===== config.mk =====
export PLATFORM = sky130hd
export DESIGN_NAME = jt053247_draw
export DESIGN_NICKNAME = d
export VERILOG_FILES = /design/src/rtl/jt053247_pkg.sv /design/src/rtl/jt053247_hzoom.sv /design/src/rtl/jt053247_draw.sv
export SDC_FILE = /design/constraint.sdc
export NUM_CORES = 1
export LEC_CHECK = 0
export CAP_MARGIN = 0
export CORE_MARGIN = 5
export CORE_UTILIZATION = 58
export DETAILED_ROUTE_END_ITERATION = 10
export GPL_TIMING_DRIVEN = 0
export PLACE_DENSITY = 0.86
export SYNTH_ARGS = -nofsm -noshare
export SYNTH_HDL_FRONTEND = slang
export SYNTH_HIERARCHICAL = 1
export SYNTH_SLANG_ARGS = --single-unit

===== constraint.sdc =====
create_clock -name clk -period 5.45 [get_ports clk]
set_input_delay 0.545 -clock clk [delete_from_list [all_inputs] [get_ports clk]]
set_output_delay 0.545 -clock clk [all_outputs]
set_load 0.005 [all_outputs]

===== src/rtl/jt053247_pkg.sv =====
// jt053247_pkg: shared state type and geometry constants for the 053247 tile line drawer
package jt053247_pkg;
    typedef enum logic [1:0] {IDLE, FETCH0, FETCH1, DRAW} state_t;
    localparam int ZUNIT   = 64;
    localparam int TILE_W  = 16;
    localparam int MAX_OUT = 512;
endpackage


===== src/rtl/jt053247_hzoom.sv =====
// jt053247_hzoom: fixed-point horizontal source stepper with end-of-tile detect
module jt053247_hzoom
    import jt053247_pkg::*;
#(
    parameter int ZW = 10
) (
    input  logic          clk,
    input  logic          rst,
    input  logic          cen,
    input  logic          load,
    input  logic          keep,
    input  logic          adv,
    input  logic [ZW-1:0] hzoom,
    output logic [3:0]    idx,
    output logic          last
);
    localparam int FW    = $clog2(ZUNIT);
    localparam int ACC_W = $clog2(TILE_W * ZUNIT);
    localparam int SUM_W = (ZW > ACC_W ? ZW : ACC_W) + 1;

    logic [ACC_W-1:0] acc;
    logic [ZW-1:0]    step;
    logic [SUM_W-1:0] sum;

    assign step = hzoom == '0 ? ZW'(1) : hzoom;
    assign sum  = SUM_W'(acc) + SUM_W'(step);
    assign last = sum >= SUM_W'(TILE_W * ZUNIT);
    assign idx  = acc[ACC_W-1:FW];

    // Restart (or keep only the fraction) at tile start, then advance one step per output
    always_ff @(posedge clk) begin
        if (rst)
            acc <= '0;
        else if (cen && load)
            acc <= keep ? {{(ACC_W-FW){1'b0}}, acc[FW-1:0]} : '0;
        else if (cen && adv)
            acc <= sum[ACC_W-1:0];
    end
endmodule


===== src/rtl/jt053247_draw.sv =====
// jt053247_draw: draws one 16-pixel sprite tile row into the object line buffer
// Optional: define JT053247_DRAW_HCLIP_EN to suppress writes at x >= 9'h180
module jt053247_draw
    import jt053247_pkg::*;
#(
    parameter int ZW = 10,
    parameter int AW = 10
) (
    input  logic          clk,
    input  logic          rst,
    input  logic          cen,
    input  logic          dr_start,
    output logic          dr_busy,
    input  logic [15:0]   code,
    input  logic [AW-1:0] attr,
    input  logic          hflip,
    input  logic          vflip,
    input  logic [8:0]    hpos,
    input  logic [3:0]    ysub,
    input  logic [ZW-1:0] hzoom,
    input  logic          hz_keep,
    output logic [20:0]   rom_addr,
    output logic          rom_cs,
    input  logic          rom_ok,
    input  logic [31:0]   rom_data,
    output logic [8:0]    buf_addr,
    output logic          buf_we,
    output logic [AW+3:0] buf_din
);
    state_t        state, nxt;
    logic [AW-1:0] attr_l;
    logic          hflip_l, keep_l;
    logic [8:0]    hpos_l, x, cnt;
    logic [ZW-1:0] hzoom_l;
    logic [63:0]   pix;
    logic [3:0]    idx, src, px;
    logic          zlast, last, vis;

    jt053247_hzoom #(.ZW(ZW)) u_hzoom (
        .clk   (clk),
        .rst   (rst),
        .cen   (cen),
        .load  (state == FETCH1 && rom_ok),
        .keep  (keep_l),
        .adv   (state == DRAW),
        .hzoom (hzoom_l),
        .idx   (idx),
        .last  (zlast)
    );

    // ~idx is the mirrored column 15-idx
    assign src     = hflip_l ? ~idx : idx;
    assign px      = pix[{src, 2'b00} +: 4];
    assign last    = zlast || cnt == 9'(MAX_OUT - 1);
    assign dr_busy = state != IDLE;
    assign rom_cs  = state == FETCH0 || state == FETCH1;
`ifdef JT053247_DRAW_HCLIP_EN
    assign vis = x < 9'h180;
`else
    assign vis = 1'b1;
`endif

    // State register
    always_ff @(posedge clk) begin
        if (rst)
            state <= IDLE;
        else if (cen)
            state <= nxt;
    end

    // Next state: start, two ROM words, then draw until the tile or output budget ends
    always_comb begin
        nxt = state;
        case (state)
            IDLE:    nxt = dr_start ? FETCH0 : IDLE;
            FETCH0:  nxt = rom_ok ? FETCH1 : FETCH0;
            FETCH1:  nxt = rom_ok ? DRAW : FETCH1;
            DRAW:    nxt = last ? IDLE : DRAW;
            default: nxt = IDLE;
        endcase
    end

    // Object latch, ROM words, x counter and line-buffer write port
    always_ff @(posedge clk) begin
        if (rst) begin
            rom_addr <= '0;
            buf_we   <= 1'b0;
            buf_addr <= '0;
            buf_din  <= '0;
            x        <= '0;
            cnt      <= '0;
            attr_l   <= '0;
            hflip_l  <= 1'b0;
            keep_l   <= 1'b0;
            hpos_l   <= '0;
            hzoom_l  <= '0;
            pix      <= '0;
        end else begin
            buf_we <= 1'b0;
            if (cen) begin
                case (state)
                    IDLE: if (dr_start) begin
                        rom_addr <= {code, ysub ^ {4{vflip}}, 1'b0};
                        attr_l   <= attr;
                        hflip_l  <= hflip;
                        keep_l   <= hz_keep;
                        hpos_l   <= hpos;
                        hzoom_l  <= hzoom;
                    end
                    FETCH0: if (rom_ok) begin
                        pix[31:0]   <= rom_data;
                        rom_addr[0] <= 1'b1;
                    end
                    FETCH1: if (rom_ok) begin
                        pix[63:32] <= rom_data;
                        x          <= keep_l ? x : hpos_l;
                        cnt        <= '0;
                    end
                    DRAW: begin
                        buf_we   <= px != 4'd0 && vis;
                        buf_addr <= x;
                        buf_din  <= {attr_l, px};
                        x        <= x + 9'd1;
                        cnt      <= cnt + 9'd1;
                    end
                    default: ;
                endcase
            end
        end
    end
endmodule


==> flow_summary.toml <==
[yosys]
synthAdderAreaFrac_pct = 2.874
syn_area_mm2 = 0.008097
avgSynthCellArea_um2 = 7.907
synth_simple_gate_area_share_pct = 22.28
synth_top_area_share_pct = 42.03
synth_enable_flop_cells = 0
async_flop_share_pct = 0
ys_ff_latch = 170
synthXorXnorAreaFrac_pct = 1.391
ys_warn_count = 6
synth-compound-area-share_pct = 20.62
netlist_instances = 1024
ys_seq_area_share_pct = 42.03
synth_top_family_by_area = "simple AND/OR/NAND/NOR gates"
synth.largest_area_cell = "dfxtp_1"
syn_nets = 1131
ys_top_cells_by_area = "dfxtp_1 42%, nand2_1 14%, a21oi_1 10%"
synth_cell_types = 71
synthMuxAreaShare_pct = 5.532
synth-main-ff-cell = "dfxtp_1"

[route]
drt-pass1-iter-count = 5
vias = 7871
drc = 0
routed_wl_um = 22810
drtAntennaViolNets = 0
via_per_inst = 5.749
post_drt_wl_per_cell_um = 16.66
drt_iter0_drc = 720

[floorplan]
core-area_mm2 = 0.01377
ioPinCount = 136
initial_utilization_pct = 58.78
num_rows = 43
dieArea_mm2 = 0.01642
die_y_um = 128.2
die_x_um = 128.2

[sta]
slew_headroom_pct = 54.01
worstMarginPinSlew_ns = 0.6898
final.setup.tns_ns = 0
hold_ws_ns = 0.4476
fin_crit_ns = 2.901
finalSetupViolations = 0
report.final.slew_viol_count = 0
rsz0062_at_grt = "no"
fin_crit_sh_pct = 53.22
finClkSkew_ns = 0.009150
hold_viol = 0
fmax_mhz = 344.8

[setup_path]
slowest_delay_ns = 0.45
cp_data_required_time_ns = 5.82
crit_chain = "nor4_1, a31o_2, ha_1, fa_1, a21o_1, a311oi_2, o31ai_1, or3_1, a21oi_1, mux2i_1, nor2_1"
crit_type = "reg2reg"
worstPathArrival_ns = 3.27
end_kind = "register"
r2r_setup_slack_ns = 2.55
worst_path_max_delay_cell = "fa_1"
path_buf_inv = 0
cp-start-kind = "register"
timing.rr.end = "state[1]"
cp_top_family = "compound AO/OA/AOI/OAI gates"
worst-r2r-cell-count = 11
reg2reg_from = "hzoom_l[9]"
critPathMaxFanout = 3

[placement]
hpwl_um = 16890
place_inst = 1338
dpl_cell_area_mm2 = 0.009663
gp_congestion = 0.9668
io_buffers = 134

[min_path]
hp-start = "attr_l[6]"
hold_path_class = "reg2reg"
min_to = "buf_din[10]"
whs_path_depth = 2

[cells_and_area]
stdcell_area_mm2 = 0.01019
layout_commonest_cell = "nand2_1"
final_core_util_pct = 73.98
antennaDiodeCount = 0
stdcell_count = 1369
finalNetCount = 1284
most-common-layout-cells = "301 x nand2_1, 170 x dfxtp_1, 163 x a21oi_1, 134 x clkdlybuf4s50_1, 58 x clkbuf_1"
area_growth_syn_to_layout_pct = 25.85
nFillCells = 1121
drive_above_1_share_pct = 5.803

[global_route]
grt_pass1_wl_um = 36050
grt_pass1_vias = 7427
antenna_found_initial = 0
grt_max_degree = 17
grt-ovfl-total = 0
grt.total_usage_pct = 27.47

[clocking]
clock-sinks = 170
cts_setup_buffers = 0
clk_path_buf_depth = 2
root_buffer = "clkbuf_16"
htreeDepth = 4
cts.clk_slew.worst_paths_ns = 0.07
clk_latency_ns = 0.44
post_cts_resized = 0
cts_tree = "yes"
cts_hold_buf = 0
cts_inserted_buffers = 17

[power_and_ir_drop]
peakVddDrop_uv = 230.5
power.density_mw_per_mm2 = 257.5
p_leak_nw = 3.473

[flow_run]
maxCapViolations = 0

[status]
outcome = "completed"
-- layout make-up --
class	count	area (um2)	share of cell area, %
multi-input cells	764	4267	41.87
flip-flops and latches	170	3403	33.40
repair buffers	134	1341	13.16
clock buffers	20	436.7	4.285
plain buffers	81	392.9	3.856
well taps	180	225.2	2.210
clock inverters	11	90.09	0.8841
inverters	9	33.78	0.3315
-- worst max path at each step --
stage,startpoint,to,slack [ns],depth (start not counted)
floorplan,hzoom_l[1],state[0],2.87,11
detailed placement,cen,rom_addr[18],2.59,7
finish,hzoom_l[9],state[1],2.55,11
CTS,hzoom_l[9],state[0],2.57,11
global placement,hzoom_l[9],state[0],2.58,11
global route,hzoom_l[8],state[1],2.46,11
-- stage by stage --
stage / total power, mW / setup WS (ns)
CTS: 2.627 / 2.566
global placement: 1.543 / 2.581
detailed placement: 1.547 / 2.593
floorplan: 1.418 / 2.873
finish: 2.624 / 2.549
global route: 2.701 / 2.463
-- Yosys cell counts, drive strengths merged, types with 10 or more instances --
cell    count
nand3b     11
buf        25
nand3      19
dfxtp     170
o22ai      10
o21ai      30
a211oi     18
clkbuf     56
nand2     301
a21oi     163
a22oi      12
ha         17
nor2       32
mux2i      29
-- sequential cells by signal, indices dropped and copies added (netlist names) --
signal and cells:
buf_addr 9, hflip_l 1, cnt 9, hzoom_l 10
pix 64, u_hzoom/acc 10, buf_we 1, state 2
hpos_l 9, x 9, keep_l 1, attr_l 10
rom_addr 21, buf_din 14
-- routing by layer --
layer	wire length, um	GRT usage, %	up-vias
met5	0	0	-
met4	465	8.552	0
met3	1617	6.833	46
met2	11470	48.24	272
met1	9260	33.05	3723
li1	-	-	3830
-- worst min-delay path, cell delays in order (launching register included) --
cell and delay [ns]:
dfxtp_1 0.31, nand2_1 0.05, a21oi_1 0.05
-- cell families (layout without fill, tap and decap cells) --
logic type | count (synthesis) | count (layout)
muxes | 37 | 37
DFF | 170 | 170
and+or+nand+nor | 420 | 420
AOI/OAI and AO/OA | 277 | 277
adders and majority gates | 18 | 18
xor gates and xnor gates | 12 | 12
buffers and inverters | 90 | 255
-- power breakdown --
group | total [mW] | internal [mW] | switching (mW)
sequential | 1.29 | 1.27 | 0.0176
combinational | 0.237 | 0.121 | 0.116
clock | 1.10 | 0.587 | 0.514
total | 2.62 | 1.98 | 0.648
(Power assumes the default switching activity.)
